`src/rtl/io_map_pkg.sv`:
```
// Address map, TXS field positions and address decode shared by the I/O bus responder.
package io_map_pkg;

    localparam logic [15:0] IO_LED  = 16'hFF00;
    localparam logic [15:0] IO_SW   = 16'hFF04;
    localparam logic [15:0] IO_BTN  = 16'hFF08;
    localparam logic [15:0] IO_TXD  = 16'hFF0C;
    localparam logic [15:0] IO_TXS  = 16'hFF10;
    localparam logic [15:0] IO_CNT  = 16'hFF14;
    localparam logic [15:0] IO_CNTC = 16'hFF18;

    localparam int TXS_FULL_BIT  = 0;
    localparam int TXS_EMPTY_BIT = 1;
    localparam int TXS_OVF_BIT   = 2;
    localparam int TXS_CNT_LSB   = 4;

    typedef enum logic [2:0] {
        SEL_NONE,
        SEL_LED,
        SEL_SW,
        SEL_BTN,
        SEL_TXD,
        SEL_TXS,
        SEL_CNT,
        SEL_CNTC
    } io_sel_e;

    function automatic io_sel_e decode_addr(input logic [15:0] addr);
        case (addr)
            IO_LED:  return SEL_LED;
            IO_SW:   return SEL_SW;
            IO_BTN:  return SEL_BTN;
            IO_TXD:  return SEL_TXD;
            IO_TXS:  return SEL_TXS;
            IO_CNT:  return SEL_CNT;
            IO_CNTC: return SEL_CNTC;
            default: return SEL_NONE;
        endcase
    endfunction

endpackage

```
`src/rtl/io_bus_if.sv`:
```
// CPU I/O bus: the CPU is the master, peripherals attach through the slave modport.
interface io_bus_if;
    logic [15:0] io_addr;
    logic [31:0] io_dout;
    logic        io_we;
    logic        io_rd;
    logic [31:0] io_din;

    modport master (output io_addr, io_dout, io_we, io_rd, input io_din);
    modport slave  (input io_addr, io_dout, io_we, io_rd, output io_din);
endinterface

```
`src/rtl/io_sync_fifo.sv`:
```
// Single-clock FIFO; a push into a full FIFO is accepted only when a pop happens in the same cycle.
module io_sync_fifo #(
    parameter int  WIDTH = 8,
    parameter int  DEPTH = 4,
    localparam int AW    = $clog2(DEPTH),
    localparam int CW    = AW + 1
) (
    input  logic             clk,
    input  logic             rstn,
    input  logic             push,
    input  logic [WIDTH-1:0] wdata,
    input  logic             pop,
    output logic [WIDTH-1:0] rdata,
    output logic             full,
    output logic             empty,
    output logic [CW-1:0]    count
);

    logic [WIDTH-1:0] mem_q [DEPTH];
    logic [WIDTH-1:0] mem_d [DEPTH];
    logic [AW-1:0]    rd_ptr_q, rd_ptr_d;
    logic [AW-1:0]    wr_ptr_q, wr_ptr_d;
    logic [CW-1:0]    count_q, count_d;
    logic             do_push, do_pop;

    assign empty   = (count_q == '0);
    assign full    = (count_q == CW'(DEPTH));
    assign count   = count_q;
    assign do_pop  = pop && !empty;
    assign do_push = push && (!full || do_pop);
    // Gating with empty gives a defined head value without resetting the storage.
    assign rdata   = empty ? '0 : mem_q[rd_ptr_q];

    always_comb begin
        mem_d    = mem_q;
        rd_ptr_d = rd_ptr_q;
        wr_ptr_d = wr_ptr_q;
        if (do_push) begin
            mem_d[wr_ptr_q] = wdata;
            wr_ptr_d        = wr_ptr_q + 1'b1;
        end
        if (do_pop) begin
            rd_ptr_d = rd_ptr_q + 1'b1;
        end
        count_d = count_q + CW'(do_push) - CW'(do_pop);
    end

    // NOTE: sequential state uses <= so every flop samples pre-edge values, independent of block order.
    always_ff @(posedge clk or negedge rstn) begin
        if (!rstn) begin
            rd_ptr_q <= '0;
            wr_ptr_q <= '0;
            count_q  <= '0;
        end else begin
            rd_ptr_q <= rd_ptr_d;
            wr_ptr_q <= wr_ptr_d;
            count_q  <= count_d;
        end
    end

    // NOTE: storage has no reset; pointers and count alone define which entries are valid.
    always_ff @(posedge clk) begin
        mem_q <= mem_d;
    end

endmodule

```
`src/rtl/io_bus_responder.sv`:
```
// Memory-mapped LED/switch/button/counter/TX-FIFO peripheral on the CPU I/O bus.
module io_bus_responder
    import io_map_pkg::*;
#(
    parameter int FIFO_DEPTH = 4,
    parameter int SW_W       = 16,
    parameter int BTN_W      = 5,
    parameter int LED_W      = 16
) (
    input  logic             clk,
    input  logic             rstn,
    io_bus_if.slave          bus,
    input  logic [SW_W-1:0]  sw,
    input  logic [BTN_W-1:0] btn,
    output logic [LED_W-1:0] led,
    output logic [7:0]       tx_data,
    output logic             tx_valid,
    input  logic             tx_ready
);

    localparam int CW = $clog2(FIFO_DEPTH) + 1;

    io_sel_e          sel;
    logic             wr_en, rd_en;
    logic             fifo_push, fifo_full, fifo_empty, pop_fire;
    logic [CW-1:0]    fifo_count;
    logic [31:0]      rdata;
    logic [BTN_W-1:0] btn_rise;
    logic             unused_dout;

    logic [LED_W-1:0] led_q, led_d;
    logic [SW_W-1:0]  sw_meta_q, sw_meta_d, sw_sync_q, sw_sync_d;
    logic [BTN_W-1:0] btn_meta_q, btn_meta_d, btn_sync_q, btn_sync_d;
    logic [BTN_W-1:0] btn_prev_q, btn_prev_d, btn_flags_q, btn_flags_d;
    logic [31:0]      cnt_q, cnt_d;
    logic             ovf_q, ovf_d;

    assign sel         = decode_addr(bus.io_addr);
    assign wr_en       = bus.io_we;
    assign rd_en       = bus.io_rd;
    assign fifo_push   = wr_en && (sel == SEL_TXD);
    assign tx_valid    = !fifo_empty;
    assign pop_fire    = tx_valid && tx_ready;
    assign btn_rise    = btn_sync_q & ~btn_prev_q;
    assign led         = led_q;
    assign unused_dout = ^bus.io_dout;

    io_sync_fifo #(.WIDTH(8), .DEPTH(FIFO_DEPTH)) u_tx_fifo (
        .clk   (clk),
        .rstn  (rstn),
        .push  (fifo_push),
        .wdata (bus.io_dout[7:0]),
        .pop   (tx_ready),
        .rdata (tx_data),
        .full  (fifo_full),
        .empty (fifo_empty),
        .count (fifo_count)
    );

    // NOTE: every output gets a default first so no path leaves a value held, which would infer a latch.
    always_comb begin
        led_d = led_q;
        if (wr_en && sel == SEL_LED) led_d = bus.io_dout[LED_W-1:0];

        sw_meta_d  = sw;
        sw_sync_d  = sw_meta_q;
        btn_meta_d = btn;
        btn_sync_d = btn_meta_q;
        btn_prev_d = btn_sync_q;

        // Clear-on-read first, then new edges, so a coincident edge survives the read.
        btn_flags_d = (rd_en && sel == SEL_BTN) ? '0 : btn_flags_q;
        btn_flags_d = btn_flags_d | btn_rise;

        ovf_d = (rd_en && sel == SEL_TXS) ? 1'b0 : ovf_q;
        if (fifo_push && fifo_full && !pop_fire) ovf_d = 1'b1;

        cnt_d = cnt_q + 32'd1;
        if (wr_en && sel == SEL_CNTC && bus.io_dout[0]) cnt_d = '0;
    end

    always_ff @(posedge clk or negedge rstn) begin
        if (!rstn) begin
            led_q       <= '0;
            sw_meta_q   <= '0;
            sw_sync_q   <= '0;
            btn_meta_q  <= '0;
            btn_sync_q  <= '0;
            btn_prev_q  <= '0;
            btn_flags_q <= '0;
            cnt_q       <= '0;
            ovf_q       <= 1'b0;
        end else begin
            led_q       <= led_d;
            sw_meta_q   <= sw_meta_d;
            sw_sync_q   <= sw_sync_d;
            btn_meta_q  <= btn_meta_d;
            btn_sync_q  <= btn_sync_d;
            btn_prev_q  <= btn_prev_d;
            btn_flags_q <= btn_flags_d;
            cnt_q       <= cnt_d;
            ovf_q       <= ovf_d;
        end
    end

    // Reads see pre-edge register values, so a same-cycle write is not visible yet.
    always_comb begin
        rdata = '0;
        case (sel)
            SEL_LED: rdata[LED_W-1:0] = led_q;
            SEL_SW:  rdata[SW_W-1:0]  = sw_sync_q;
            SEL_BTN: rdata[BTN_W-1:0] = btn_flags_q;
            SEL_TXS: begin
                rdata[TXS_FULL_BIT]       = fifo_full;
                rdata[TXS_EMPTY_BIT]      = fifo_empty;
                rdata[TXS_OVF_BIT]        = ovf_q;
                rdata[TXS_CNT_LSB +: CW]  = fifo_count;
            end
            SEL_CNT: rdata = cnt_q;
            default: rdata = '0;
        endcase
    end

    assign bus.io_din = rd_en ? rdata : 32'd0;

endmodule

```
`src/flat_wrapper.sv`:
```
// flat-port wrapper written by rule: the top's interface ports become plain ports
module io_bus_responder_flat import io_map_pkg::*;
#(
    parameter int FIFO_DEPTH = 4,
    parameter int SW_W       = 16,
    parameter int BTN_W      = 5,
    parameter int LED_W      = 16
)
  (clk, rstn, sw, btn, led, tx_data, tx_valid, tx_ready, bus_io_addr, bus_io_dout, bus_io_we, bus_io_rd, bus_io_din);
  io_bus_if bus_i ();
  input  logic clk;
  input  logic rstn;
  input  logic [SW_W-1:0] sw;
  input  logic [BTN_W-1:0] btn;
  output logic [LED_W-1:0] led;
  output logic [7:0] tx_data;
  output logic tx_valid;
  input  logic tx_ready;
  input wire logic [$bits(bus_i.io_addr)-1:0] bus_io_addr;
  input wire logic [$bits(bus_i.io_dout)-1:0] bus_io_dout;
  input wire logic [$bits(bus_i.io_we)-1:0] bus_io_we;
  input wire logic [$bits(bus_i.io_rd)-1:0] bus_io_rd;
  output wire logic [$bits(bus_i.io_din)-1:0] bus_io_din;
  assign bus_i.io_addr = bus_io_addr;
  assign bus_i.io_dout = bus_io_dout;
  assign bus_i.io_we = bus_io_we;
  assign bus_i.io_rd = bus_io_rd;
  assign bus_io_din = bus_i.io_din;
  io_bus_responder #(.FIFO_DEPTH(FIFO_DEPTH), .SW_W(SW_W), .BTN_W(BTN_W), .LED_W(LED_W)) u_core (.clk(clk), .rstn(rstn), .bus(bus_i), .sw(sw), .btn(btn), .led(led), .tx_data(tx_data), .tx_valid(tx_valid), .tx_ready(tx_ready));
endmodule
```
`config.mk`:
```
export PLATFORM = sky130hd
export DESIGN_NAME = io_bus_responder_flat
export DESIGN_NICKNAME = d
export VERILOG_FILES = /design/src/rtl/io_map_pkg.sv /design/src/rtl/io_bus_if.sv /design/src/rtl/io_sync_fifo.sv /design/src/rtl/io_bus_responder.sv /design/src/flat_wrapper.sv
export SDC_FILE = /design/constraint.sdc
export NUM_CORES = 1
export LEC_CHECK = 0
export ABC_AREA = 1
export CAP_MARGIN = 20
export CELL_PAD_IN_SITES_DETAIL_PLACEMENT = 1
export CELL_PAD_IN_SITES_GLOBAL_PLACEMENT = 1
export CORE_ASPECT_RATIO = 1.4
export CORE_UTILIZATION = 30
export CTS_CLUSTER_DIAMETER = 50
export CTS_CLUSTER_SIZE = 8
export DETAILED_ROUTE_END_ITERATION = 10
export DONT_BUFFER_PORTS = 1
export PLACE_DENSITY = 0.55
export SYNTH_ARGS = -nofsm -noshare
export SYNTH_HDL_FRONTEND = slang
export SYNTH_SLANG_ARGS = --single-unit
```
`constraint.sdc`:
```
create_clock -name clk -period 2.7 [get_ports clk]
set_input_delay 0.135 -clock clk [delete_from_list [all_inputs] [get_ports clk]]
set_output_delay 0.135 -clock clk [all_outputs]
set_load 0.03 [all_outputs]
```
==> metrics.md <==
| Metric | Value |
|---|---|
| Total number of vias | 5,191 |
| Final Hold Fails | 0 |
| Clock Sinks | 140 |
| Placer congestion estimate | 0.850 |
| DP Area | 7120 µm² |
| Hpwl dp | 13,400 µm |
| Vias per cell | 4.58 |
| Clk root buf | clkbuf_16 |
| Clock-pin transition on the worst setup and hold timing paths | 0.07 ns |
| Filler cell count | 2,499 |
| Post-CTS setup buffers | 0 |
| Post-CTS sizing | 0 |
| Peak supply drop | 420 µV |
| PnR worst setup slack | 0.310 ns |
| Worst path arrival time | 2.26 ns |
| Largest net degree at the start of global routing | 109 |
| Crit path kind | in2out |
| Initial antenna violation count | 0 |
| Cell with the most instances after synthesis | nand2_1 |
| Congestion Overflow GR | 0 |
| Hold Buf Count CTS | 47 |
| Slowest cell delay on critical path | 0.38 ns |
| Post-route DRC | 0 |
| Max stage delay cell, worst path | o21a_1 |
| Rows | 63 |
| Most used routing layer | met2 |
| Worst-Skew Late Latency | 0.43 ns |
| Nets | 916 |
| Number of max-cap violations | 0 |
| Power density over cell area | 676 nW/µm² |
| I/O Buffers | 0 |
| Layout cells sized above 1 | 0.134 |
| Required @ worst endpoint | 2.57 ns |
| Final instance area | 8200 µm² |
| Avg WL per Cell | 16.1 µm |
| Worst Hold Class | in2reg |
| Worst setup EP type | primary output |
| Setup_tns | 0 ns |
| Cell taking the most area after synthesis | dfrtp_1 |
| Final setup vio count | 0 |
| Warnings, synthesis | 0 |
| Peak Freq | 418 MHz |
| Area Overhead vs Synth | 24.4% |
| Syn Area/Cell | 8.86 µm² |
| Register area share after synthesis | 0.556 |
| Yosys reg bits | 140 |
| Rel. slew slack | 0.517 |
| Status | finished clean |
| CTS Buffer Depth | 2 |
| Pre-CTS WS | 0.150 ns |
| Pleak | 3.73 nW |
| Crit-path max FO | 9 |
| Cells after Synth | 744 |
| Cell variety after synth | 45 |
| Minimum clock period | 2.39 ns |
| Least-Margin Pin Slew | 0.724 ns |
| # IOs | 131 |
| Most common cell on crit path | nand2_1 |
| Met3 Use GR | 0.0425 |
| Met1 GRT Util | 0.180 |
| Post-synth EDFFs | 32 |
| Core Footprint | 21,400 µm² |
| Overall die width | 127 µm |
| Period utilization | 0.885 |
| Synth top area share | 0.410 |
| Fin cells | 1,134 |
| RSZ-0062 raised after global routing | false |
| First-pass GRT wire length | 29,800 µm |
| Commonest cells in the netlist | nand2_1 (160), nor2_1 (126), dfrtp_1 (108), inv_1 (82), nand3_1 (56) |
| Max Clock Skew | 0.00958 ns |
| Top cells by area, synth | dfrtp_1 (41%), edfxtp_1 (15%), nand2_1 (9.1%) |
| Worst-path cell chain | nand2_1 -> nor2_1 -> nand2_1 -> nor3_1 -> nand2_1 -> inv_1 -> ha_1 -> inv_1 -> nor2_8 -> o21a_1 -> nand2_1 -> inv_1 |
| H-tree Lvls | 4 |
| Die H | 177 µm |
| Post-route ant nets | 0 |
| Max Slew Vio Count | 0 |
| Ys async rst share | 0.771 |
| Synth Cell Area | 6590 µm² |
| DIE AREA | 22,600 µm² |
| DRT Pass-1 Iters | 4 |
| Final wirelength | 18,300 µm |
| Clock buffers created by TritonCTS | 17 |
| # placed instances | 1,055 |
| Initial DRC Count | 138 |
| Total Routing Usage GR | 0.173 |
| Startpoint types | input pin |
| Initial cell density of the core | 0.309 |
| Final hold slack | 0.0347 ns |
| Net count after synthesis | 831 |
| Top_reg_cell synth | dfrtp_1 |
| Ant. Diodes | 0 |
| GR Util met2 | 0.333 |
| CTS tree | built |
| Vias in the first global route | 5,712 |
final timing paths:
path                                             end  slack, ns                 startpoint  cells past startpoint
hold / removal                          u_core.ovf_q       0.03                   tx_ready                      3
setup reg to reg           u_core.u_tx_fifo.count[2]       0.52  u_core.u_tx_fifo.count[1]                     10
setup / recovery                      bus_io_din[14]       0.31             bus_io_addr[9]                     12
hold reg to reg                  u_core.sw_sync_q[5]       0.34        u_core.sw_meta_q[5]                      0
min in group asynchronous       u_core.sw_meta_q[13]       0.26                       rstn                      2
max in group asynchronous              u_core.led[5]       1.94                       rstn                      2
power by group:
part           switching [mW]  total, mW  leakage, nW  internal (mW)
registers              0.0903       2.33         1.59           2.24
logic                   0.566      0.850         1.87          0.284
clock network           0.980       2.36        0.277           1.38
total                    1.64       5.54         3.73           3.90
cell usage in the layout (no fill, tap or decap), drive strengths merged, types with 4 or more instances in the layout:
| cell | count |
|---|---|
| nand2 | 175 |
| clkbuf | 18 |
| nand3 | 56 |
| clkinv | 8 |
| dlygate4sd3 | 46 |
| a21oi | 14 |
| nand3b | 4 |
| dfrtp | 108 |
| nor2 | 134 |
| ha | 12 |
| edfxtp | 32 |
| inv | 95 |
| nand4 | 17 |
| o21ai | 36 |
| buf | 41 |
| nor4 | 5 |
| xor2 | 7 |
| nor3 | 17 |
cell type report:
class,count,area (µm²),share of cell area
timing repair buffer,87,788,0.0961
inverter,94,357,0.0435
clock buffer,18,429,0.0523
multi-input combinational,489,2440,0.297
sequential,140,3660,0.447
tap,292,365,0.0446
clock inverter,14,159,0.0194
sequential cells by signal, indices dropped and copies added (netlist names):
name / count
u_core.cnt_q: 32
u_core.u_tx_fifo.mem_q: 32
u_core.led: 16
u_core.sw_meta_q: 16
u_core.sw_sync_q: 16
u_core.btn_flags_q: 5
u_core.btn_meta_q: 5
u_core.btn_prev_d: 5
u_core.btn_prev_q: 5
u_core.u_tx_fifo.count: 3
u_core.u_tx_fifo.rd_ptr_q: 2
u_core.u_tx_fifo.wr_ptr_q: 2
u_core.ovf_q: 1
cells by family (layout without fill, tap and decap cells):
logic type,Yosys count,after routing,share of synthesized area
adder cells (fa/ha/maj),13,13,0.0258
buffers and inverters,115,213,0.0742
flip-flops,140,140,0.556
XOR/XNOR,10,10,0.0133
AND/OR/NAND/NOR,411,411,0.287
AO/OA/AOI/OAI,55,55,0.0440
critical path: cells and delay by family:
family	cells	cell delay, ns
AO/OA/AOI/OAI	1	0.38
AND/OR/NAND/NOR	7	1.06
adder cells (fa/ha/maj)	1	0.18
buffers and inverters	3	0.50
per-layer routing:
layer	part of all wire	vias up
met5	0	-
li1	-	2540
met2	0.56	88
met1	0.38	2538
met4	0.019	0
met3	0.035	25
through the flow:
step | power (mW) | utilization
2_1_floorplan | 2.92 | -
3_3_place_gp | 3.11 | 0.334
3_5_place_dp | 3.13 | 0.334
4_1_cts | 5.62 | 0.384
5_1_grt | 5.80 | 0.384
6_report | 5.54 | 0.384
(Power assumes the default switching activity.)
